File: src/rtl/debouncer_multi_pkg.sv
// rtl/debouncer_multi_pkg.sv - shared sizing helpers for the multi-lane debouncer
package debouncer_multi_pkg;

    function automatic int clog2(input int value);
        int r;
        r = 0;
        while ((1 << r) < value) begin
            r++;
        end
        return r;
    endfunction

    function automatic int max(input int a, input int b);
        return (a > b) ? a : b;
    endfunction

endpackage

File: src/rtl/debounce_channel.sv
// rtl/debounce_channel.sv - one debounce lane: synchronizer, settle counter, level, valid and edge pulses
module debounce_channel
    import debouncer_multi_pkg::*;
#(
    parameter int   high_count  = 4,
    parameter int   low_count   = 4,
    parameter int   sync_stages = 2,
    parameter logic reset_value = 1'b0
) (
    input  logic clock,
    input  logic reset,
    input  logic enable,
    input  logic in,
    output logic out,
    output logic valid,
    output logic rising_pulse,
    output logic falling_pulse
);

    localparam int max_count = max(high_count, low_count);
    localparam int cnt_w     = clog2(max_count + 1);
    localparam logic [cnt_w-1:0] high_load = cnt_w'(high_count);
    localparam logic [cnt_w-1:0] low_load  = cnt_w'(low_count);
    localparam logic [cnt_w-1:0] cnt_init  = cnt_w'(max_count);

    logic s;

    generate
        if (sync_stages == 0) begin : g_nosync
            assign s = in;
        end else begin : g_sync
            logic [sync_stages-1:0] sync_q;
            logic [sync_stages-1:0] sync_d;

            always_comb begin
                sync_d = sync_stages'({sync_q, in});
            end

            always_ff @(posedge clock or posedge reset) begin
                if (reset) begin
                    sync_q <= {sync_stages{reset_value}};
                end else begin
                    sync_q <= sync_d;
                end
            end

            assign s = sync_q[sync_stages-1];
        end
    endgenerate

    logic             s_prev_q, s_prev_d;
    logic [cnt_w-1:0] cnt_q, cnt_d;
    logic             out_q, out_d;
    logic             valid_q, valid_d;
    logic             rise_q, rise_d;
    logic             fall_q, fall_d;
    logic             settled;

    // A change reloads the count even while enable is low, so glitches never accumulate.
    always_comb begin
        settled  = (cnt_q == '0);
        s_prev_d = s;
        cnt_d    = cnt_q;
        if (s != s_prev_q) begin
            cnt_d = s ? high_load : low_load;
        end else if (enable && !settled) begin
            cnt_d = cnt_q - cnt_w'(1);
        end
        out_d  = out_q;
        rise_d = 1'b0;
        fall_d = 1'b0;
        if (settled && (out_q != s_prev_q)) begin
            out_d  = s_prev_q;
            rise_d = s_prev_q;
            fall_d = !s_prev_q;
        end
        valid_d = settled;
    end

    always_ff @(posedge clock or posedge reset) begin
        if (reset) begin
            s_prev_q <= reset_value;
            cnt_q    <= cnt_init;
            out_q    <= reset_value;
            valid_q  <= 1'b0;
            rise_q   <= 1'b0;
            fall_q   <= 1'b0;
        end else begin
            s_prev_q <= s_prev_d;
            cnt_q    <= cnt_d;
            out_q    <= out_d;
            valid_q  <= valid_d;
            rise_q   <= rise_d;
            fall_q   <= fall_d;
        end
    end

    assign out           = out_q;
    assign valid         = valid_q;
    assign rising_pulse  = rise_q;
    assign falling_pulse = fall_q;

endmodule

File: src/rtl/debouncer_multi.sv
// rtl/debouncer_multi.sv - independent debounce lanes plus a round-robin settled-edge event queue
module debouncer_multi
    import debouncer_multi_pkg::*;
#(
    parameter int                  channels    = 4,
    parameter int                  high_count  = 4,
    parameter int                  low_count   = 4,
    parameter int                  sync_stages = 2,
    parameter logic [channels-1:0] reset_value = '0,
    localparam int                 ch_w        = max(1, clog2(channels))
) (
    input  logic                clock,
    input  logic                reset,
    input  logic                enable,
    input  logic [channels-1:0] in,
    output logic [channels-1:0] out,
    output logic [channels-1:0] valid,
    output logic [channels-1:0] rising_pulse,
    output logic [channels-1:0] falling_pulse,
    output logic                event_valid,
    input  logic                event_ready,
    output logic [ch_w-1:0]     event_channel,
    output logic                event_rising,
    output logic                event_dropped
);

    generate
        for (genvar g = 0; g < channels; g++) begin : g_lane
            debounce_channel #(
                .high_count  (high_count),
                .low_count   (low_count),
                .sync_stages (sync_stages),
                .reset_value (reset_value[g])
            ) u_lane (
                .clock         (clock),
                .reset         (reset),
                .enable        (enable),
                .in            (in[g]),
                .out           (out[g]),
                .valid         (valid[g]),
                .rising_pulse  (rising_pulse[g]),
                .falling_pulse (falling_pulse[g])
            );
        end
    endgenerate

    logic [channels-1:0] pending_q, pending_d;
    logic [channels-1:0] dir_q, dir_d;
    logic [ch_w-1:0]     ptr_q, ptr_d;
    logic                event_valid_q, event_valid_d;
    logic [ch_w-1:0]     event_channel_q, event_channel_d;
    logic                event_rising_q, event_rising_d;
    logic                event_dropped_q, event_dropped_d;

    logic [channels-1:0] pulse;
    logic [channels-1:0] req;
    logic [channels-1:0] grant_oh;
    logic [ch_w-1:0]     grant_idx;
    logic [ch_w-1:0]     sel;
    logic                grant_dir;
    logic                found;
    logic                load;

    // Fresh pulses join the request vector directly so an idle queue reports an edge one cycle later.
    always_comb begin
        pulse     = rising_pulse | falling_pulse;
        req       = pending_q | pulse;
        load      = !event_valid_q || event_ready;
        found     = 1'b0;
        grant_idx = '0;
        sel       = '0;
        grant_oh  = '0;
        for (int i = 1; i <= channels; i++) begin
            sel = ch_w'((int'(ptr_q) + i) % channels);
            if (!found && req[sel]) begin
                found     = 1'b1;
                grant_idx = sel;
            end
        end
        if (load && found) begin
            grant_oh[grant_idx] = 1'b1;
        end
        grant_dir = pending_q[grant_idx] ? dir_q[grant_idx] : rising_pulse[grant_idx];

        pending_d       = pending_q;
        dir_d           = dir_q;
        event_dropped_d = 1'b0;
        for (int j = 0; j < channels; j++) begin
            if (grant_oh[j]) begin
                pending_d[j] = 1'b0;
            end
            // A pulse granted straight through needs no slot; otherwise it occupies one.
            if (pulse[j] && !(grant_oh[j] && !pending_q[j])) begin
                if (pending_q[j] && !grant_oh[j]) begin
                    event_dropped_d = 1'b1;
                end
                pending_d[j] = 1'b1;
                dir_d[j]     = rising_pulse[j];
            end
        end

        ptr_d           = ptr_q;
        event_valid_d   = event_valid_q;
        event_channel_d = event_channel_q;
        event_rising_d  = event_rising_q;
        if (load) begin
            event_valid_d = found;
            if (found) begin
                event_channel_d = grant_idx;
                event_rising_d  = grant_dir;
                ptr_d           = grant_idx;
            end
        end
    end

    always_ff @(posedge clock or posedge reset) begin
        if (reset) begin
            pending_q       <= '0;
            dir_q           <= '0;
            ptr_q           <= ch_w'(channels - 1);
            event_valid_q   <= 1'b0;
            event_channel_q <= '0;
            event_rising_q  <= 1'b0;
            event_dropped_q <= 1'b0;
        end else begin
            pending_q       <= pending_d;
            dir_q           <= dir_d;
            ptr_q           <= ptr_d;
            event_valid_q   <= event_valid_d;
            event_channel_q <= event_channel_d;
            event_rising_q  <= event_rising_d;
            event_dropped_q <= event_dropped_d;
        end
    end

    assign event_valid   = event_valid_q;
    assign event_channel = event_channel_q;
    assign event_rising  = event_rising_q;
    assign event_dropped = event_dropped_q;

endmodule
File: config.mk
export PLATFORM = sky130hd
export DESIGN_NAME = debouncer_multi
export DESIGN_NICKNAME = d
export VERILOG_FILES = /design/src/rtl/debouncer_multi_pkg.sv /design/src/rtl/debounce_channel.sv /design/src/rtl/debouncer_multi.sv
export SDC_FILE = /design/constraint.sdc
export NUM_CORES = 1
export LEC_CHECK = 0
export ABC_AREA = 1
export CAP_MARGIN = 10
export CORE_AREA = 2 2 59 116
export CTS_CLUSTER_SIZE = 24
export DETAILED_ROUTE_END_ITERATION = 12
export DIE_AREA = 0 0 61 118
export RECOVER_POWER = 25
export SYNTH_ARGS = -nofsm -noshare
export SYNTH_HDL_FRONTEND = slang
export SYNTH_HIERARCHICAL = 1
export SYNTH_SLANG_ARGS = --single-unit
File: constraint.sdc
create_clock -name clock -period 2.4 [get_ports clock]
set_input_delay 0.48 -clock clock [delete_from_list [all_inputs] [get_ports clock]]
set_output_delay 0.48 -clock clock [all_outputs]
set_load 0.02 [all_outputs]
# After elaboration in Yosys (flattened, before gate mapping)
# Cells that the tools add are included.
# classes
add_sub_neg	8
multipliers	0
n_div	0
magnitude_cmp	6
n_eq_ne	8
shifts	0
muxes	58
bitwise_logic	2
reduce_logical	63
# ops
cell	count
$mux W1	37
$logic_and A1 B1 Y1	25
$logic_not A1 Y1	24
$mux W3	8
$reduce_bool A2 Y1	8
$lt A2 B3 Y1 const B	5
$bmux W1 S2	7
$logic_not A3 Y1	4
$sub A3 B1 Y3 const B	4
$mux W2	4
$ne A1 B1 Y1	8
$or A4 B4 Y4	2
$add A2 B1 Y2 const B	2
$add A2 B2 Y2 const B	2
$mux W4	1
$demux W1 S2	1
$ge A2 B1 Y1 const B	1
$reduce_and A2 Y1	1
$logic_or A1 B1 Y1	1
# totals
reg_bits	55
latchBits	0
ramBits	0
mem_bits_ro	0
in_bits	8
output_inout_bits	21
wordCells	186
n_memories	0

# Depth between registers and ports, before layout
# depth
depth_word	29
ltp_mapped	16
ltp_nobuf	15

# Modules after synthesis
# The synthesis kept the hierarchy.
# by_module_without_submodules
mod	n_inst	cells_per_inst	area_per_inst_um2	seq_area_each_um2
debounce_channel	4	42	410.4	251.5
debouncer_multi	1	157	1108.6	377.9

# Worst setup path before layout
# Ideal clock, no wire load.
# synth_path
path_kind	register to register
from	register ptr_q[0]
to	register dir_q[1]
setup_ns	0.120
arrival_ns	1.672
required_time_ns	2.280
slack_ns	0.607
path_stages_with_launch	13
n_path_buf	1
period_less_slack_ns	1.793
path_cell_list	dfstp_2 -> buf_6 -> clkinv_8 -> nand3_1 -> nand3_1 -> nand2_2 -> nor2_4 -> nand3b_2 -> nand2_4 -> nor2_4 -> nand2_2 -> o21ai_0 -> nand2_1
# synth_via
elab_chain_cells	21
word_cells_on_any_way	36
classes_between	4 x add/sub; 2 x order compare; 19 x mux; 11 x reduce/logical
# synth_rtl
element	line	source
start: declaration	debouncer_multi.sv:49	logic [ch_w-1:0] ptr_q, ptr_d;
start signal: assignment	debouncer_multi.sv:120	ptr_q <= ch_w'(channels - 1);
start signal: assignment	debouncer_multi.sv:128	ptr_q <= ptr_d;
$add A2 B1 Y2	debouncer_multi.sv:74	sel = ch_w'((int'(ptr_q) + i) % channels);
$bmux W1 S2	debouncer_multi.sv:75	if (!found && req[sel]) begin
$mux W1 (implied by the code)	debouncer_multi.sv:75	
$mux W1	debouncer_multi.sv:75	
$logic_not A1 Y1	debouncer_multi.sv:75	
$logic_and A1 B1 Y1	debouncer_multi.sv:75	
$mux W1	debouncer_multi.sv:75	
$logic_not A1 Y1	debouncer_multi.sv:75	
[... 5 more ...]	-	
$lt A2 B3 Y1 (implied by the code) / $ge A2 B1 Y1 (equally long branches)	debouncer_multi.sv:81	grant_oh[grant_idx] = 1'b1;
$logic_and A1 B1 Y1 (implied by the code)	debouncer_multi.sv:81	
$mux W1 (implied by the code)	debouncer_multi.sv:81	
$demux W1 S2	debouncer_multi.sv:81	
$mux W4 (*)	debouncer_multi.sv:80	if (load && found) begin
$logic_and A1 B1 Y1 (*)	debouncer_multi.sv:93	if (pulse[j] && !(grant_oh[j] && !pending_q[j])) begin
$logic_not A1 Y1 (*)	debouncer_multi.sv:93	
$logic_and A1 B1 Y1 (*)	debouncer_multi.sv:93	
end signal: assignment	debouncer_multi.sv:127	dir_q <= dir_d;
end: declaration	debouncer_multi.sv:48	logic [channels-1:0] dir_q, dir_d;
# Mark *: on every way between the ends. The rest lies on a longest branch, timed or not. The select of a mux whose other input is x is not followed.
# A chain may end at the register's enable or synchronous reset.

# Worst setup path after layout
# layout_path
from	register ptr_q[0]
to	register event_dropped_q (netlist: event_dropped)
# layout_via
elab_chain_cells	28
word_cells_on_any_way	61
classes_between	4 x add/sub; 2 x order compare; 27 x mux; 28 x reduce/logical
# layout_rtl
element	line	source
$add A2 B1 Y2	debouncer_multi.sv:74	
$bmux W1 S2	debouncer_multi.sv:75	
$mux W1 (implied by the code)	debouncer_multi.sv:75	
$mux W1	debouncer_multi.sv:75	
$logic_not A1 Y1	debouncer_multi.sv:75	
$logic_and A1 B1 Y1	debouncer_multi.sv:75	
$mux W1	debouncer_multi.sv:75	
$logic_not A1 Y1	debouncer_multi.sv:75	
[... 13 more ...]	-	
$mux W1	debouncer_multi.sv:93	
$mux W1	debouncer_multi.sv:94	if (pending_q[j] && !grant_oh[j]) begin
$mux W1	debouncer_multi.sv:93	
$mux W1	debouncer_multi.sv:94	
$mux W1	debouncer_multi.sv:93	
$mux W1	debouncer_multi.sv:94	
$mux W1 (*)	debouncer_multi.sv:93	
net event_dropped_d	debouncer_multi.sv:53	logic event_dropped_q, event_dropped_d;
end signal: assignment	debouncer_multi.sv:132	event_dropped_q <= event_dropped_d;
end: declaration	debouncer_multi.sv:53	
# The timed path passes the listed nets; every way through them passes the cells marked *. The select of a mux whose other input is x is not followed.

==> impl_metrics.csv <==
group,metric,value,unit
clocking,clk_latency,0.29,ns
power_and_ir_drop,power.density,1230,nW/um^2
clocking,cts-resized-gates,0,
worst_hold_path,hold_end,"g_lane[0].u_lane/g_sync.sync_q[1]",
critical_path,crit_required,2.59,ns
outcome,outcome,"finished clean",
finish,n_antenna_cell,0,
floorplan,die_w,61,um
global_routing,grt_usage,17.8,%
clocking,cts_hold_buf,0,
yosys,synth_area_per_cell,8.46,um^2
yosys,synth_seq_area_share,50.3,%
critical_path,reg2regPathDepth,12,
finish,regMostFlops,"g_lane.u_lane/cnt_q",
clocking,cts_made_buffers,5,
drt,first_pass_iters,4,
worst_hold_path,whs_path_depth,0,
power_and_ir_drop,vdd_drop_max,0.000625,V
clocking,clock_path_buffers,2,
finish,drive_gt1_share,17.2,%
floorplan,io_pins,29,
critical_path,cp-end-kind,"register",
critical_path,r2r_end,"event_dropped",
power_and_ir_drop,internal_power,2.24,mW
floorplan,dieArea,7200,um^2
timing,post-route-min-period,2.12,ns
global_routing,first_global_vias,2172,
timing,report.final.hold_viol_count,0,
drt,wl_per_cell,12.3,um
finish,utilization,51.9,%
global_routing,overflow,0,
drt,drt_iter0_drc,92,
worst_hold_path,holdCritPathClass,"reg -> reg",
placement,place.gp.congestion,0.877,
floorplan,coreArea,6310,um^2
timing,fin_setup_tns,0,ns
critical_path,cp.arrival,2.31,ns
power_and_ir_drop,switching_share,44.3,%
yosys,synthTopCellsByArea,"dfrtp_1 (45%), nand2_1 (10%), inv_1 (7.9%)",
placement,dp_hpwl,4.40,mm
yosys,synth_nets,341,
power_and_ir_drop,p_seq_share,33.9,%
timing,slew_violations,0,
drt,final_antenna_net_count,0,
finish,reg_top3,"g_lane.u_lane/cnt_q: 12 flops, g_lane.u_lane/g_sync.sync_q: 8 flops",
yosys,ys_seq_elements,55,
critical_path,rr_startpoint,"ptr_q[0]",
power_and_ir_drop,power_frac_comb,48.8,%
finish,area_delta_synth_final,19.0,%
clocking,cts.htree.levels,2,
yosys,netlist_area,2750,um^2
placement,dpl_worst_slack,0.293,ns
yosys,synthCells,325,
timing,min_period_over_period,88.5,%
timing,max_freq,0.471,GHz
drt,wirelength,5.49,mm
timing,setup_viol,0,
floorplan,start_util,43.6,%
global_routing,antenna_found_initial,0,
clocking,cts_setup_buffers,0,
yosys,ys_warn_count,6,
clocking,cts-root-buf,"clkbuf_16",
worst_hold_path,min_from,"g_lane[0].u_lane/g_sync.sync_q[0]",
timing,timing.final.ws_setup,0.276,ns
timing,maxSlewHeadroom,58.7,%
clocking,clk_pin_slew,0.07,ns
floorplan,rows,41,
run,max-cap-violations,0,
global_routing,grt_pass1_wl,9.65,mm
power_and_ir_drop,p_switching,1.78,mW
power_and_ir_drop,clkPwrFrac,17.3,%
critical_path,crit_path_start_kind,"register",
drt,vias,2186,
clocking,cts_tree,"built",
timing,rsz0062_at_grt,"no",
critical_path,path_max_fanout,9,
timing,skew,0.00341,ns
drt,drc,0,
yosys,yosysTopAreaCellShare,44.6,%
drt,routed_via_density,4.89,
critical_path,rrSetupSlack,0.28,ns
critical_path,path_class,"reg -> reg",
global_routing,grt_max_degree,17,
power_and_ir_drop,p_leak,1.78,nW
finish,largest_reg_flops,12,
clocking,cts.sinks,55,
yosys,synth_cell_types,24,
placement,numPortBuffers,28,
finish,final_nets,376,
yosys,yosys.area.top_type,"dfrtp_1",
floorplan,dieHeight,118,um
timing,tightest_slew,0.618,ns
[cell type report]
type / instances / area (um^2)
clock buffers: 7 / 133
clock inverters: 1 / 5.00
fillers: 630 / 3040
inverters: 65 / 256
multi-input cells: 204 / 1100
flip-flops and latches: 55 / 1380
well taps: 86 / 108
repair buffers: 29 / 288
[power groups by stage]
stage | clock (mW) | combinational (mW) | sequential [mW]
2_1_floorplan | 0 | 1.39 | 1.41
3_3_place_gp | 0 | 1.95 | 1.37
3_5_place_dp | 0 | 1.97 | 1.38
4_1_cts | 0.726 | 1.98 | 1.36
5_1_grt | 0.758 | 2.21 | 1.39
6_report | 0.695 | 1.96 | 1.36
[cell usage after synthesis, drive strengths merged]
master  count
o21ai      15
nand3b      5
inv        64
clkinv      1
a21boi      1
buf         1
dfstp       6
nor2       32
dfrtp      49
ha          8
nand3      42
nand2      92
mux2i       1
a21oi       5
nand4       3
[logic make-up (layout without fill, tap and decap cells)]
| kind of cell | count (synthesis) | in the layout | share of synthesized area, % |
|---|---|---|---|
| AND/OR/NAND/NOR | 174 | 174 | 31.5 |
| buffers and inverters | 66 | 102 | 9.74 |
| flip-flops | 55 | 55 | 50.3 |
| adder cells (fa/ha/maj) | 8 | 8 | 3.64 |
| multiplexers | 1 | 1 | 0.364 |
| AO/OA/AOI/OAI | 21 | 21 | 4.46 |
[worst max-delay path, stage by stage (launching register included)]
cell	delay, ns
dfstp_2	0.69
clkinv_8	0.11
nand3_1	0.11
nand2_1	0.10
o21ai_1	0.16
nand3b_2	0.17
nand2_4	0.10
nor2_4	0.21
nand2_2	0.11
nand3_1	0.10
nand2_1	0.06
inv_1	0.05
nand2_1	0.04
[per-layer routing]
layer | track usage, % | up-vias | wire length [um]
met5 | 0 | - | 0
met4 | 7.74 | 0 | 144
met3 | 2.86 | 10 | 106
met2 | 31.9 | 30 | 3180
met1 | 19.3 | 1071 | 2060
li1 | - | 1075 | -
[per-stage QoR]
step	power (mW)	hold WS [ns]	area, um^2	instances
CTS	4.07	0.355	3270	447
floorplan	2.80	0.319	2750	325
global route	4.36	0.356	3270	447
global placement	3.33	0.332	3130	439
detailed placement	3.35	0.338	3130	439
finish	4.01	0.350	3270	447
[placed cells by master (no fill, tap or decap), drive strengths merged]
| cell | instances |
|---|---|
| nand2 | 92 |
| inv | 64 |
| dfrtp | 49 |
| nand3 | 42 |
| nor2 | 32 |
| clkdlybuf4s50 | 23 |
| o21ai | 15 |
| ha | 8 |
| clkbuf | 7 |
| dfstp | 6 |
| a21oi | 5 |
| dlygate4sd3 | 5 |
| nand3b | 5 |
| nand4 | 3 |
| clkinv | 2 |
| a21boi | 1 |
| mux2i | 1 |
| buf | 1 |
[worst max-delay path by stage]
stage	start	end
final	ptr_q[0]	event_dropped
after global routing	ptr_q[0]	event_dropped
after CTS	ptr_q[0]	dir_q[0]
after detailed placement	ptr_q[0]	event_dropped
after global placement	ptr_q[0]	event_dropped
after floorplan	ptr_q[0]	dir_q[1]
No activity file was read; power rests on OpenSTA's default activity.
